===== config.mk =====
export PLATFORM = sky130hd
export DESIGN_NAME = trace_unloader
export DESIGN_NICKNAME = d
export VERILOG_FILES = /design/src/rtl/trace_unloader.sv
export SDC_FILE = /design/constraint.sdc
export NUM_CORES = 1
export LEC_CHECK = 0
export BUFFER_PORTS_ARGS = -buffer_cell sky130_fd_sc_hd__buf_2
export CAP_MARGIN = 10
export CORE_ASPECT_RATIO = 0.9
export CORE_MARGIN = 2
export CORE_UTILIZATION = 45
export CTS_CLUSTER_DIAMETER = 100
export DETAILED_ROUTE_END_ITERATION = 10
export GPL_ROUTABILITY_DRIVEN = 1
export HOLD_SLACK_MARGIN = 0.1
export MAX_ROUTING_LAYER = met4
export PLACE_DENSITY = 0.65
export REMOVE_ABC_BUFFERS = 1
export SETUP_SLACK_MARGIN = 0.02
export SKIP_CTS_REPAIR_TIMING = 1
export SYNTH_ARGS = -nofsm -noshare
export SYNTH_HDL_FRONTEND = slang
export SYNTH_SLANG_ARGS = --single-unit

===== constraint.sdc =====
create_clock -name clk -period 2.8 [get_ports clk]
set_input_delay 0.14 -clock clk [delete_from_list [all_inputs] [get_ports clk]]
set_output_delay 0.14 -clock clk [all_outputs]
set_load 0.05 [all_outputs]

===== src/rtl/trace_unloader.sv =====
`default_nettype none
// ============================================================================
// Module      : trace_unloader
// Description : Pops captured words from the trace buffer read port and
//               serialises each one LSB-first onto tdo, one bit per shift_en
//               strobe. Supports fixed-count unloads, drain-until-empty
//               (num_words = 0) and abort at any time.
// Revision    : 1.0 - initial release
// ============================================================================
module trace_unloader #(
    parameter int Fpay  = 32,
    parameter int CNT_W = 10
) (
    input  logic             clk,
    input  logic             reset,
    input  logic             start,
    input  logic [CNT_W-1:0] num_words,
    input  logic             abort,
    input  logic [CNT_W-1:0] tb_depth,
    output logic             tb_rd_en,
    input  logic [Fpay-1:0]  tb_dout,
    input  logic             shift_en,
    output logic             tdo,
    output logic             busy,
    output logic             done,
    output logic [CNT_W-1:0] word_cnt
);

    localparam int c_bit_w = $clog2(Fpay);
    localparam logic [c_bit_w-1:0] c_last_bit = c_bit_w'(Fpay - 1);

    typedef enum logic [1:0] {
        S_IDLE  = 2'd0,
        S_FETCH = 2'd1,
        S_WAIT  = 2'd2,
        S_SHIFT = 2'd3
    } state_t;

    state_t             r_state;
    logic [Fpay-1:0]    r_sreg;
    logic [c_bit_w-1:0] r_bit_cnt;
    logic [CNT_W-1:0]   r_target;
    logic [CNT_W-1:0]   r_word_cnt;
    logic               r_busy;
    logic               r_done;

    logic               w_depth_nz;
    logic               w_last_bit;
    logic               w_cnt_max;
    logic [CNT_W-1:0]   w_cnt_inc;

    assign w_depth_nz = (tb_depth != '0);
    assign w_last_bit = (r_bit_cnt == c_last_bit);
    assign w_cnt_max  = &r_word_cnt;
    assign w_cnt_inc  = r_word_cnt + 1'b1;

    // The pop strobe is only issued from FETCH, which always moves on to WAIT
    // when it pops, so two back-to-back reads can never happen.
    assign tb_rd_en = (r_state == S_FETCH) && w_depth_nz && !abort;

    // The shift register keeps stale bits after an abort, so gate by state.
    assign tdo      = (r_state == S_SHIFT) && r_sreg[0];

    assign busy     = r_busy;
    assign done     = r_done;
    assign word_cnt = r_word_cnt;

    // Unload sequencer: fetch a word, wait for read data, shift it out.
    always_ff @(posedge clk or posedge reset) begin
        if (reset) begin
            r_state    <= S_IDLE;
            r_sreg     <= '0;
            r_bit_cnt  <= '0;
            r_target   <= '0;
            r_word_cnt <= '0;
            r_busy     <= 1'b0;
            r_done     <= 1'b0;
        end else begin
            r_done <= 1'b0;
            if (r_state != S_IDLE && abort) begin
                // A partially shifted word is dropped and not counted.
                r_state <= S_IDLE;
                r_busy  <= 1'b0;
                r_done  <= 1'b1;
            end else begin
                case (r_state)
                    S_IDLE: begin
                        // Abort in IDLE suppresses a simultaneous start.
                        if (start && !abort) begin
                            r_target   <= num_words;
                            r_word_cnt <= '0;
                            r_busy     <= 1'b1;
                            r_state    <= S_FETCH;
                        end
                    end
                    S_FETCH: begin
                        if (w_depth_nz) begin
                            r_state <= S_WAIT;
                        end else if (r_target == '0) begin
                            r_state <= S_IDLE;
                            r_busy  <= 1'b0;
                            r_done  <= 1'b1;
                        end
                    end
                    S_WAIT: begin
                        r_sreg    <= tb_dout;
                        r_bit_cnt <= '0;
                        r_state   <= S_SHIFT;
                    end
                    S_SHIFT: begin
                        if (shift_en) begin
                            r_sreg    <= {1'b0, r_sreg[Fpay-1:1]};
                            r_bit_cnt <= r_bit_cnt + 1'b1;
                            if (w_last_bit) begin
                                if (!w_cnt_max) begin
                                    r_word_cnt <= w_cnt_inc;
                                end
                                if (r_target != '0 && w_cnt_inc == r_target) begin
                                    r_state <= S_IDLE;
                                    r_busy  <= 1'b0;
                                    r_done  <= 1'b1;
                                end else begin
                                    r_state <= S_FETCH;
                                end
                            end
                        end
                    end
                    default: begin
                        r_state <= S_IDLE;
                        r_busy  <= 1'b0;
                    end
                endcase
            end
        end
    end

endmodule
`default_nettype wire


### Word level (Yosys, flattened, before mapping)

Index checks and enable logic that the tools add are counted.

* input port bits: 57
* RAM bits: 0
* register bits: 61
* word-level logic and storage cells: 79
* ROM bits: 0
* bits in latches: 0
* memories: 0
* output and inout port bits: 14

* reductions and logical operators: 21
* eq/ne operators: 16
* div/mod/pow operators: 0
* multiply operators: 0
* magnitude comparators: 0
* bitwise operators: 1
* mux-type cells: 32
* shifts and indexed selects: 0
* add/sub/neg operators: 2

Operator list (count)
* $pmux W32 S2: 1
* $mux W10: 4
* $mux W32: 1
* $pmux W10 S2: 1
* $reduce_bool A10 Y1: 2
* $mux W1: 14
* $mux W2: 6
* $add A10 B1 Y10 const B: 1
* $eq A10 B10 Y1: 1
* $logic_not A10 Y1: 1
* $pmux W5 S2: 1
* $reduce_and A10 Y1: 1
* $ne A3 B2 Y1 const B: 3
* $ne A2 B2 Y1 const B: 4
* $pmux W2 S4: 1
* $reduce_and A7 Y1: 1
* $logic_and A1 B1 Y1: 6
* $ne A3 B1 Y1 const B: 2
* $reduce_and A3 Y1: 2
* $reduce_and A6 Y1: 1
* $reduce_bool A2 Y1: 3
* $add A5 B1 Y5 const B: 1
* $eq A5 B5 Y1 const B: 1
* $mux W5: 1
* 11 further kinds: 12

### Logic depth before layout (Yosys ltp)

* word-level depth: 8
* mapped depth: 9
* depth with buffers taken out: 8

### Least setup slack after synthesis

Ideal clock, no wire load.

* path kind: reg-to-reg
* from: register r_word_cnt[0] (netlist: word_cnt[0])
* to: register r_state[0]
* setup time: 0.137 ns
* stages on the path, launching flop included: 7
* arrival: 2.338 ns
* buffers on the path: 0
* data required time: 2.663 ns
* setup slack: 0.325 ns
* clock period less this slack: 2.475 ns
* cells stage by stage: dfrtp_1 ha_1 nand3_2 a311o_1 a311o_1 nor4_4 a31oi_1

* word-level cells in the longest chain between the ends: 8

Ends and longest elaborated chain
* start: declaration: RTL line 43 `logic [CNT_W-1:0] r_word_cnt;`
* start signal: assignment: RTL line 116 `r_word_cnt <= w_cnt_inc;`
* $add A10 B1 Y10: RTL line 55 `assign w_cnt_inc = r_word_cnt + 1'b1;`
* $eq A10 B10 Y1: RTL line 118 `if (r_target != '0 && w_cnt_inc == r_target) begin`
* $logic_and A1 B1 Y1: RTL line 118
* $mux W1: RTL line 118
* $mux W2: RTL line 114 `if (w_last_bit) begin`
* $mux W2: RTL line 111 `if (shift_en) begin`
* $pmux W2 S4: RTL line 86 `case (r_state)`
* $mux W2: RTL line 80 `if (r_state != S_IDLE && abort) begin`
* end signal: assignment: RTL line 82 `r_state <= S_IDLE;`
* end signal: assignment: RTL line 93 `r_state <= S_FETCH;`
* end signal: assignment: RTL line 119 `r_state <= S_IDLE;`
* end: declaration: RTL line 39 `state_t r_state;`

No other way between the ends. The select of a mux whose other input is x is not followed.
A chain may end at the register's enable or synchronous reset.

### Worst setup path in the final report

Same ends and word-level chain as after synthesis.

==> metrics <==
CTS Buffer Depth=2; Final HPWL DP=roughly 5300 um; async set or reset register ratio after synthesis=between 90% and 100%; antenna violations before repair=0; routed len/inst=roughly 14 um; first-pass GRT wire length=13000 um; CP cell instances=ha_1, nand3_2, a311o_1, a311o_1, nor4_4, a31oi_1; Peak VDD IR=roughly 0.35 mV; vias per cell=about 5.2; Power Dens Cells=roughly 750 mW/mm^2; Synth Instances=335; clk_lat worst skew=~340 ps; largest net degree at the start of global routing=a little over 60; Slew Viols, Final=0; busiest grt layer=met2; Syn. warnings=0; HP Class=input pin to flop; fin util=58.51%; NetSw=approximately 1.1 mW; Cell Rows=29; CP dominant cell by count=a311o_1; number of port buffers=70; sequential share of power=47.3%; CTS Sinks=slightly above 60; Synth Flop Type=dfrtp_1; Worst Skew=9.645 ps; Arr. time, crit path=2490 ps; status=complete, no violations; Post-Route WL=between 7000 and 8000 um; maxcap violations=0; Filler cells=roughly 640; Mapped Avg Cell Area=between 9 and 10 um^2; Tcrit/Tclk final=roughly 81%; global route overflow=0; core footprint=0.007039 mm^2; met3 Usage GRT=under 10%; setup slack at placement=roughly 550 ps; final hold viol count=0; most common cell after layout, fill and taps aside=buf_2; Worst Path Buf+Inv=0; I/O pins=71; Die ar.=approximately 0.0080 mm^2; final setup fails=0; total global-route track usage=21.32%; FF+latch count, synth=61; setup TNS=0 ps; Synth Cell Area=approximately 0.0033 mm^2; met1 usage=between 20 and 30%; Setup CP Type=flop to flop; CTS tree=yes; combinational power share=between 20% and 30%; sw frac=34.55%; CP max stage cell=dfrtp_1; Num CTS Buffers=9; H-tree depth=3; Slew headroom=a little under half; layout cells sized above 1=25.93%; Reg area=between 0.0015 and 0.002 mm^2; 1st-iter DRT viols=between 100 and 150; routing usage on met2=between 30% and 40%; leakage power=around 2 nW; number of synthesized flops with an enable pin=0; DR pass1 iterations=4; fmax=~440 MHz; RSZ-0062 raised after global routing=no; Reg clk slew, reported paths=around 80 ps; area of the multi-input gates=around 0.0017 mm^2; Die Ht=roughly 85 um; Crit path largest cell delay=~500 ps; setup ws final=approximately 520 ps; Root Driver=clkbuf_8; Nets=between 400 and 500; most frequent cells in the layout=buf_2 (70), dfrtp_1 (61), nand2_1 (51); Int Pwr=about 2.0 mW; Top delay family on crit path=compound AO/OA/AOI/OAI gates; sequential share of the synthesized area=a little under half; Pwr Total=approximately 3.1 mW; CP Launch Type=flop; clock power share=about a quarter; vias in the first global route=~2.6k; Initial Util=a little under half; # DRC=0; antenna fix cells=0; Worst-Margin Slew=about 790 ps; critical path peak fanout=8; crit path time final=around 2300 ps; critical path endpoint category=flop; Die Wd=between 90 and 100 um; vias=between 2k and 3k; post-synth cell types=50; Area Overhead vs Synth=25.74%; DRT antenna net count=0; worst path required time=3010 ps; GP Congestion=roughly 0.90
## worst paths after layout
kind,start,end,slack (ps),cells past startpoint
worst max-delay path,word_cnt[0]$_DFFE_PP0P_,r_state[0]$_DFFE_PP0P_,520,6
max in group asynchronous,reset,word_cnt[6]$_DFFE_PP0P_,1730,4
worst min-delay path,tb_dout[24],r_sreg[24]$_DFFE_PP0P_,60,3
worst min register to register,r_sreg[27]$_DFFE_PP0P_,r_sreg[27]$_DFFE_PP0P_,480,2
min in group asynchronous,reset,r_sreg[21]$_DFFE_PP0P_,560,4
worst max register to register,word_cnt[0]$_DFFE_PP0P_,r_state[0]$_DFFE_PP0P_,520,6
## registers in the layout, summed over array words and instances, names as in the netlist
register / count
r_sreg: 32
r_target: 10
word_cnt: 10
r_bit_cnt: 5
r_state: 2
busy: 1
done: 1
## power groups by stage
| stage | registers, mW | logic, mW | clock network (mW) |
|---|---|---|---|
| after floorplan | 1.44 | 0.605 | 0 |
| after global placement | 1.46 | 0.803 | 0 |
| after detailed placement | 1.47 | 0.836 | 0 |
| after CTS | 1.46 | 0.836 | 0.791 |
| after global routing | 1.51 | 0.972 | 0.837 |
| final | 1.46 | 0.848 | 0.777 |
## stage by stage
stage	hold slack, ps	std cells	area, um^2
3_5_place_dp	375.3	483	3707
4_1_cts	18.91	499	3899
3_3_place_gp	373.7	483	3707
2_1_floorplan	203.1	314	3184
5_1_grt	101.0	521	4119
6_report	62.67	521	4119
## synthesized netlist by cell type (7+ instances only)
library cell	number	area (um^2)
dfrtp_1	61	1526
nand2_1	51	191.4
mux2i_1	31	310.3
o21ai_1	28	140.1
o21ai_0	21	105.1
nor2_1	14	52.55
mux2_2	11	123.9
buf_2	10	50.05
clkbuf_1	9	33.78
a21oi_1	7	35.03
o31ai_1	7	52.55
xnor2_1	7	61.31
## worst min-delay path, stage by stage
cell and delay [ps]:
buf_2 70, mux2i_1 60, o21ai_1 100
## cell families (layout without fill, tap and decap cells)
kind of cell               count (synthesis)  after routing  synth area share [%]
xor gates and xnor gates                  10             10                 2.674
AOI/OAI and AO/OA                         85             85                 16.01
adders and majority gates                  3              3                 1.146
muxes                                     42             42                 13.25
DFF                                       61             61                 46.60
and+or+nand+nor                          108            108                 16.96
buffers and inverters                     26            119                 3.361
## area by class of cell
cell class	instances	area share (%)
Sequential cell	61	37.06
Tap cell	93	2.825
Timing Repair Buffer	98	14.95
Clock buffer	10	3.098
Clock inverter	6	1.549
Multi-Input combinational cell	248	40.07
Inverter	5	0.4557
## per-layer routing
| metal | wire length (um) | vias to the layer above |
|---|---|---|
| li1 | - | 1377 |
| met1 | 3469 | 1268 |
| met2 | 3620 | 71 |
| met3 | 369 | 9 |
| met4 | 94 | 0 |
| met5 | 0 | - |
(Power assumes the default switching activity.)
